**src/rtl/auc_seq.sv**
```systemverilog
// Signing sequencer: steps the AUC through RAND, WMUL, R, INVS, S with
// retry on r=0/s=0 errors, per-step timeout, and registered outputs.
module auc_seq #(
   parameter int unsigned WIDTH = 256,
   parameter int unsigned RETRY = 3,
   parameter logic [23:0] TMO   = 24'hFFFFFF
) (
   input  logic             clk,
   input  logic             rst,
   input  logic             sg_start,
   input  logic             sg_curve,
   input  logic [WIDTH-1:0] sg_hash,
   input  logic [WIDTH-1:0] sg_pkey,
   output logic             sg_busy,
   output logic             sg_vld,
   output logic             sg_err,
   output logic [WIDTH-1:0] sg_r,
   output logic [WIDTH-1:0] sg_s,
   output logic [WIDTH-1:0] auc_dat,
   output logic             auc_start,
   output logic [3:0]       auc_mode,
   input  logic [WIDTH-1:0] auc_rslt,
   input  logic [1:0]       auc_status
);

   localparam int unsigned TW = 24;
   localparam int unsigned RW = (RETRY < 1) ? 1 : $clog2(RETRY + 1);

   localparam logic [2:0] OP_RAND = 3'b000;
   localparam logic [2:0] OP_WMUL = 3'b100;
   localparam logic [2:0] OP_R    = 3'b010;
   localparam logic [2:0] OP_INVS = 3'b001;
   localparam logic [2:0] OP_S    = 3'b011;

   localparam logic [1:0] AS_DONE = 2'b10;
   localparam logic [1:0] AS_ERR  = 2'b11;

   typedef enum logic [2:0] {
      ST_IDLE,
      ST_ISSUE0,
      ST_ISSUE1,
      ST_WAIT,
      ST_FIN
   } state_t;

   state_t           state_q, state_d;
   logic [2:0]       step_q, step_d;
   logic             curve_q, curve_d;
   logic [WIDTH-1:0] hash_q, hash_d;
   logic [WIDTH-1:0] pkey_q, pkey_d;
   logic [WIDTH-1:0] k_q, k_d;
   logic [WIDTH-1:0] r_d, s_d;
   logic             err_q, err_d;
   logic [RW-1:0]    retry_q, retry_d;
   logic [TW-1:0]    wcnt_q, wcnt_d;

   logic             busy_d, vld_d, sg_err_d, start_d, in_step;
   logic [3:0]       mode_d;
   logic [WIDTH-1:0] dat_d;

   // Next-state and next-output logic; outputs are derived from the next state
   always_comb begin
      state_d = state_q;
      step_d  = step_q;
      curve_d = curve_q;
      hash_d  = hash_q;
      pkey_d  = pkey_q;
      k_d     = k_q;
      r_d     = sg_r;
      s_d     = sg_s;
      err_d   = err_q;
      retry_d = retry_q;
      wcnt_d  = wcnt_q;

      case (state_q)
         ST_IDLE: begin
            if (sg_start) begin
               state_d = ST_ISSUE0;
               step_d  = OP_RAND;
               curve_d = sg_curve;
               hash_d  = sg_hash;
               pkey_d  = sg_pkey;
               retry_d = '0;
               err_d   = 1'b0;
            end
         end
         ST_ISSUE0: state_d = ST_ISSUE1;
         ST_ISSUE1: state_d = ST_WAIT;
         ST_WAIT: begin
            if (auc_status == AS_DONE) begin
               state_d = ST_ISSUE0;
               case (step_q)
                  OP_RAND: begin k_d = auc_rslt; step_d = OP_WMUL; end
                  OP_WMUL: step_d = OP_R;
                  OP_R:    begin r_d = auc_rslt; step_d = OP_INVS; end
                  OP_INVS: step_d = OP_S;
                  default: begin s_d = auc_rslt; state_d = ST_FIN; err_d = 1'b0; end
               endcase
            end else if (auc_status == AS_ERR) begin
               // Only r=0 / s=0 are worth retrying with a fresh nonce
               if ((step_q == OP_R || step_q == OP_S) && retry_q != RW'(RETRY)) begin
                  retry_d = retry_q + RW'(1);
                  step_d  = OP_RAND;
                  state_d = ST_ISSUE0;
               end else begin
                  state_d = ST_FIN;
                  err_d   = 1'b1;
               end
            end else if ((wcnt_q + TW'(1)) >= TMO) begin
               state_d = ST_FIN;
               err_d   = 1'b1;
            end else begin
               wcnt_d = wcnt_q + TW'(1);
            end
         end
         ST_FIN:  state_d = ST_IDLE;
         default: state_d = ST_IDLE;
      endcase

      if (state_d == ST_ISSUE0) wcnt_d = '0;

      in_step  = (state_d == ST_ISSUE0) || (state_d == ST_ISSUE1) || (state_d == ST_WAIT);
      busy_d   = (state_d != ST_IDLE);
      start_d  = (state_d == ST_ISSUE0);
      vld_d    = (state_d == ST_FIN);
      sg_err_d = vld_d & err_d;
      mode_d   = in_step ? {curve_d, step_d} : 4'h0;
      dat_d    = '0;
      if (state_d == ST_ISSUE0 && step_d == OP_S)         dat_d = hash_d;
      else if (state_d == ST_ISSUE1 && step_d == OP_S)    dat_d = pkey_d;
      else if (state_d == ST_ISSUE0 && step_d == OP_WMUL) dat_d = k_d;
   end

   // State, datapath and output registers
   always_ff @(posedge clk or negedge rst) begin
      if (!rst) begin
         state_q   <= ST_IDLE;
         step_q    <= OP_RAND;
         curve_q   <= 1'b0;
         hash_q    <= '0;
         pkey_q    <= '0;
         k_q       <= '0;
         err_q     <= 1'b0;
         retry_q   <= '0;
         wcnt_q    <= '0;
         sg_busy   <= 1'b0;
         sg_vld    <= 1'b0;
         sg_err    <= 1'b0;
         sg_r      <= '0;
         sg_s      <= '0;
         auc_dat   <= '0;
         auc_start <= 1'b0;
         auc_mode  <= 4'h0;
      end else begin
         state_q   <= state_d;
         step_q    <= step_d;
         curve_q   <= curve_d;
         hash_q    <= hash_d;
         pkey_q    <= pkey_d;
         k_q       <= k_d;
         err_q     <= err_d;
         retry_q   <= retry_d;
         wcnt_q    <= wcnt_d;
         sg_busy   <= busy_d;
         sg_vld    <= vld_d;
         sg_err    <= sg_err_d;
         sg_r      <= r_d;
         sg_s      <= s_d;
         auc_dat   <= dat_d;
         auc_start <= start_d;
         auc_mode  <= mode_d;
      end
   end

endmodule
```
**config.mk**
```make
export PLATFORM = sky130hd
export DESIGN_NAME = auc_seq
export DESIGN_NICKNAME = d
export VERILOG_FILES = /design/src/rtl/auc_seq.sv
export SDC_FILE = /design/constraint.sdc
export NUM_CORES = 2
export LEC_CHECK = 0
export ABC_AREA = 1
export CAP_MARGIN = 20
export CORE_AREA = 2 2 601 603
export CTS_CLUSTER_DIAMETER = 40
export CTS_CLUSTER_SIZE = 16
export DETAILED_ROUTE_END_ITERATION = 6
export DIE_AREA = 0 0 603 605
export PLACE_DENSITY = 0.38
export SLEW_MARGIN = 10
export SYNTH_ARGS = -nofsm -noshare
export SYNTH_HDL_FRONTEND = slang
export SYNTH_SLANG_ARGS = --single-unit
```
**constraint.sdc**
```tcl
create_clock -name clk -period 2.7 [get_ports clk]
set_input_delay 0.405 -clock clk [delete_from_list [all_inputs] [get_ports clk]]
set_output_delay 0.405 -clock clk [all_outputs]
set_load 0.01 [all_outputs]
```
==> impl_metrics.tcl <==
set metrics [dict create \
    status "finished with violations" \
    failed_checks "negative setup slack" \
    yosysMostFrequentCell "nand2_1" \
    ys_ff_latch 1332 \
    cts_tree "done" \
    r2r_slack_ns -0.23 \
    fin_skew_ns 0.0363 \
    rows 220 \
    period_share_pct 108 \
    gr-usage-all-layers_pct 16.9 \
    worstPathRequired_ns 3.43 \
    cp_cell_sequence "ha_2 > nand2_2 > nor2_4 > buf_4 > nand4_1 > nand2_2 > nand2_2 > nor2_2 > nand2_1 > nor2_1 > nand2_2 > nand2_2 > nand2_2 > nand2_2 > nand2_4 > nand2_4 > nor2_4 > buf_12 > buf_16 > clkbuf_16 > nand2_2 > nand3_2" \
    critical_path_class "flip-flop to flip-flop" \
    critPathMaxStageDelay_ns 0.36 \
    firstDrtPassIters 6 \
    nNetsFinal 8574 \
    tightest_slew_ns 1.00 \
    hold_viol 0 \
    synth_top_cell_area_share_pct 64.5 \
    fin_setup_tns_ns -38.38 \
    io_buffers 1549 \
    synth.distinct_cells 32 \
    synth_area_leader_cell "dfrtp_1" \
    antenna_found_initial 83 \
    setup_violations 260 \
    start_util_pct 14.4 \
    fp.dieW_um 603 \
    cts_root_buffer "clkbuf_16" \
    path_buf_inv 4 \
    overflow 0 \
    wl_per_cell_um 24.9 \
    worstPathArrival_ns 3.66 \
    rr_worst_depth 22 \
    power_density_nw_per_um2 989 \
    gp_congestion 0.888 \
    whs_path_depth 3 \
    htreeDepth 5 \
    drc 0 \
    worstReg2RegEnd "auc_dat[181]" \
    num-fill-cells 38600 \
    drt_wl_total_um 320000 \
    crit_family "simple AND/OR/NAND/NOR gates" \
    grt_pass1_wl_um 431000 \
    ys.flop_type "dfrtp_1" \
    synth_common_cells "2950 x nand2_1, 1332 x dfrtp_1, 535 x o21ai_0" \
    period_minus_slack_ns 2.93 \
    static-leakage-power_nw 42.0 \
    synth_area_um2 51700 \
    crit_path_start_kind "flip-flop" \
    cts_buffers 307 \
    hp-start "sg_hash[22]" \
    syn_avg_cell_area_um2 8.83 \
    drt_iter0_drc 3168 \
    grt_start_max_net_pins 147 \
    vias_per_cell 3.78 \
    drive_gt1_share_pct 14.3 \
    critPathMostFrequentCell "nand2_2" \
    grt_pass1_vias 50600 \
    fin_ws_ns -0.227 \
    area_delta_synth_final_pct 71.4 \
    dieArea_um2 365000 \
    timing.hold.worst_endpoint "hash_q[22]" \
    maxSlewViolCount 0 \
    fmax_ghz 0.342 \
    vdd_drop_max_mv 0.404 \
    crit_path_end_kind "flip-flop" \
    synth_edf_count 0 \
    r2r_start "wcnt_q[0]" \
    clkLatencyLatePin_ns 0.88 \
    synthTopCellsByArea "dfrtp_1 64%, nand2_1 21%, o21ai_0 5.2%" \
    hold_path.class "input port to flip-flop" \
    coreArea_um2 358000 \
    cpMaxStageDelayCell "dfrtp_1" \
    placedInstanceArea_um2 75700 \
    clock_sink_count 1332 \
    synth_sequential_area_ratio_pct 64.5 \
    yosysWarnings 0 \
    pin_count 1550 \
    async_flop_share_pct 100 \
    synth_nets 6631 \
    fin_area_um2 88600 \
    dpl.hpwl_um 252000 \
    slew_headroom_pct 33.0 \
    netlist_instances 5854 \
    cp_max_fo 8 \
    path_clk_slew_ns 0.05 \
    max-cap-violations 0 \
    grt_setup_unrepaired "true" \
    clk_path_buf_depth 4 \
    ant_nets 0 \
    vias 48600 \
    die_h_um 605 \
]
tightest hold or removal path, stage by stage:
cell and delay (ns):
clkdlybuf4s50_1 0.39, nand2_1 0.06, nand2_1 0.06
cell usage in the layout, fill, tap and decap left out, types with 27 or more instances in the layout:
master           Yosys  layout
clkbuf_1           280      37
clkinvlp_4           0      39
dfrtp_1           1332    1330
buf_4                0     264
nor2_1              42      33
nand2_2              4      51
o21ai_0            535     535
nand2_4              1      67
nand3_1            285     205
nand3_2              0      79
clkbuf_8             0      37
bufinv_16            0      48
diode_2              0      27
inv_1              309     306
clkdlybuf4s50_1      0    1548
nand2_1           2950    2837
buf_12               1      94
clkbuf_16            0     318
clkinv_2             0      49
sequential cells by signal, summed over array words and instances (netlist names), 4 cells and up:
register and count:
sg_s 256, auc_dat 256, auc_mode 4, pkey_q 256, hash_q 256, sg_r 256
k_q 10, wcnt_q 24
metrics by stage:
step | total power [mW] | hold WS [ns] | cells | utilization, % | worst slack, ns
after floorplan | 35.5 | 0.109 | 5854 | - | 0.219
after global placement | 47.8 | 0.409 | 12200 | 21.1 | -0.305
after detailed placement | 48.0 | 0.410 | 12200 | 21.1 | -0.326
after CTS | 88.7 | 0.000358 | 12800 | 24.4 | -0.237
after global routing | 92.4 | 0.0402 | 12800 | 24.7 | -0.432
final | 87.6 | 0.103 | 12800 | 24.7 | -0.227
per-layer routing:
layer / up-vias / share of wire (%) / global-route usage (%)
met5: - / 0.050 / 0
met3: 456 / 8.5 / 6.05
met2: 1664 / 46 / 27.3
li1: 22300 / - / -
met1: 24200 / 42 / 21.0
met4: 26 / 3.0 / 5.06
final cells by class:
class	instances	area (um2)	area share [%]
Tap cell	4773	5970	6.74
Clock inverter	172	2490	2.81
Clock buffer	386	8460	9.54
Multi-Input combinational cell	3893	17000	19.1
Antenna cell	27	67.6	0.0762
Sequential cell	1332	33300	37.6
Timing Repair Buffer	1952	20100	22.7
Inverter	311	1190	1.35
where the power goes:
part	leakage, nW	internal, mW	total [mW]	switching [mW]
Clock	5.25	26.8	39.7	12.9
Sequential	17.8	25.4	27.4	2.02
Combinational	19.0	7.98	20.4	12.4
kinds of logic (layout without fill, tap and decap cells):
family | Yosys count | after routing | share of synthesized area, %
AND/OR/NAND/NOR | 3311 | 3311 | 25.0
flip-flops | 1332 | 1332 | 64.5
buffers and inverters | 629 | 2821 | 4.80
AO/OA/AOI/OAI | 576 | 576 | 5.64
adder cells (fa/ha/maj) | 3 | 3 | 0.0726
XOR/XNOR | 3 | 3 | 0.0508
other | 0 | 27 | 0
worst max path at each step:
stage | startpoint | to | slack [ns] | depth (start not counted)
5_1_grt | wcnt_q[0] | auc_dat[181] | -0.43 | 23
3_3_place_gp | auc_status[1] | auc_dat[41] | -0.31 | 13
6_report | wcnt_q[0] | auc_dat[181] | -0.23 | 22
2_1_floorplan | wcnt_q[1] | auc_dat[100] | 0.22 | 23
3_5_place_dp | auc_status[1] | auc_dat[49] | -0.33 | 12
4_1_cts | wcnt_q[0] | auc_dat[185] | -0.24 | 22
repair_timing:
action                                 4_1_cts  5_1_grt
hold buffers                                11        0
pin swaps                                    3       17
endpoints found under the hold margin      201        0
setup endpoints to repair                  281      294
gates resized for setup                     69      247
buffers inserted                            24        6
cloned                                       7        8
(Power assumes the default switching activity.)
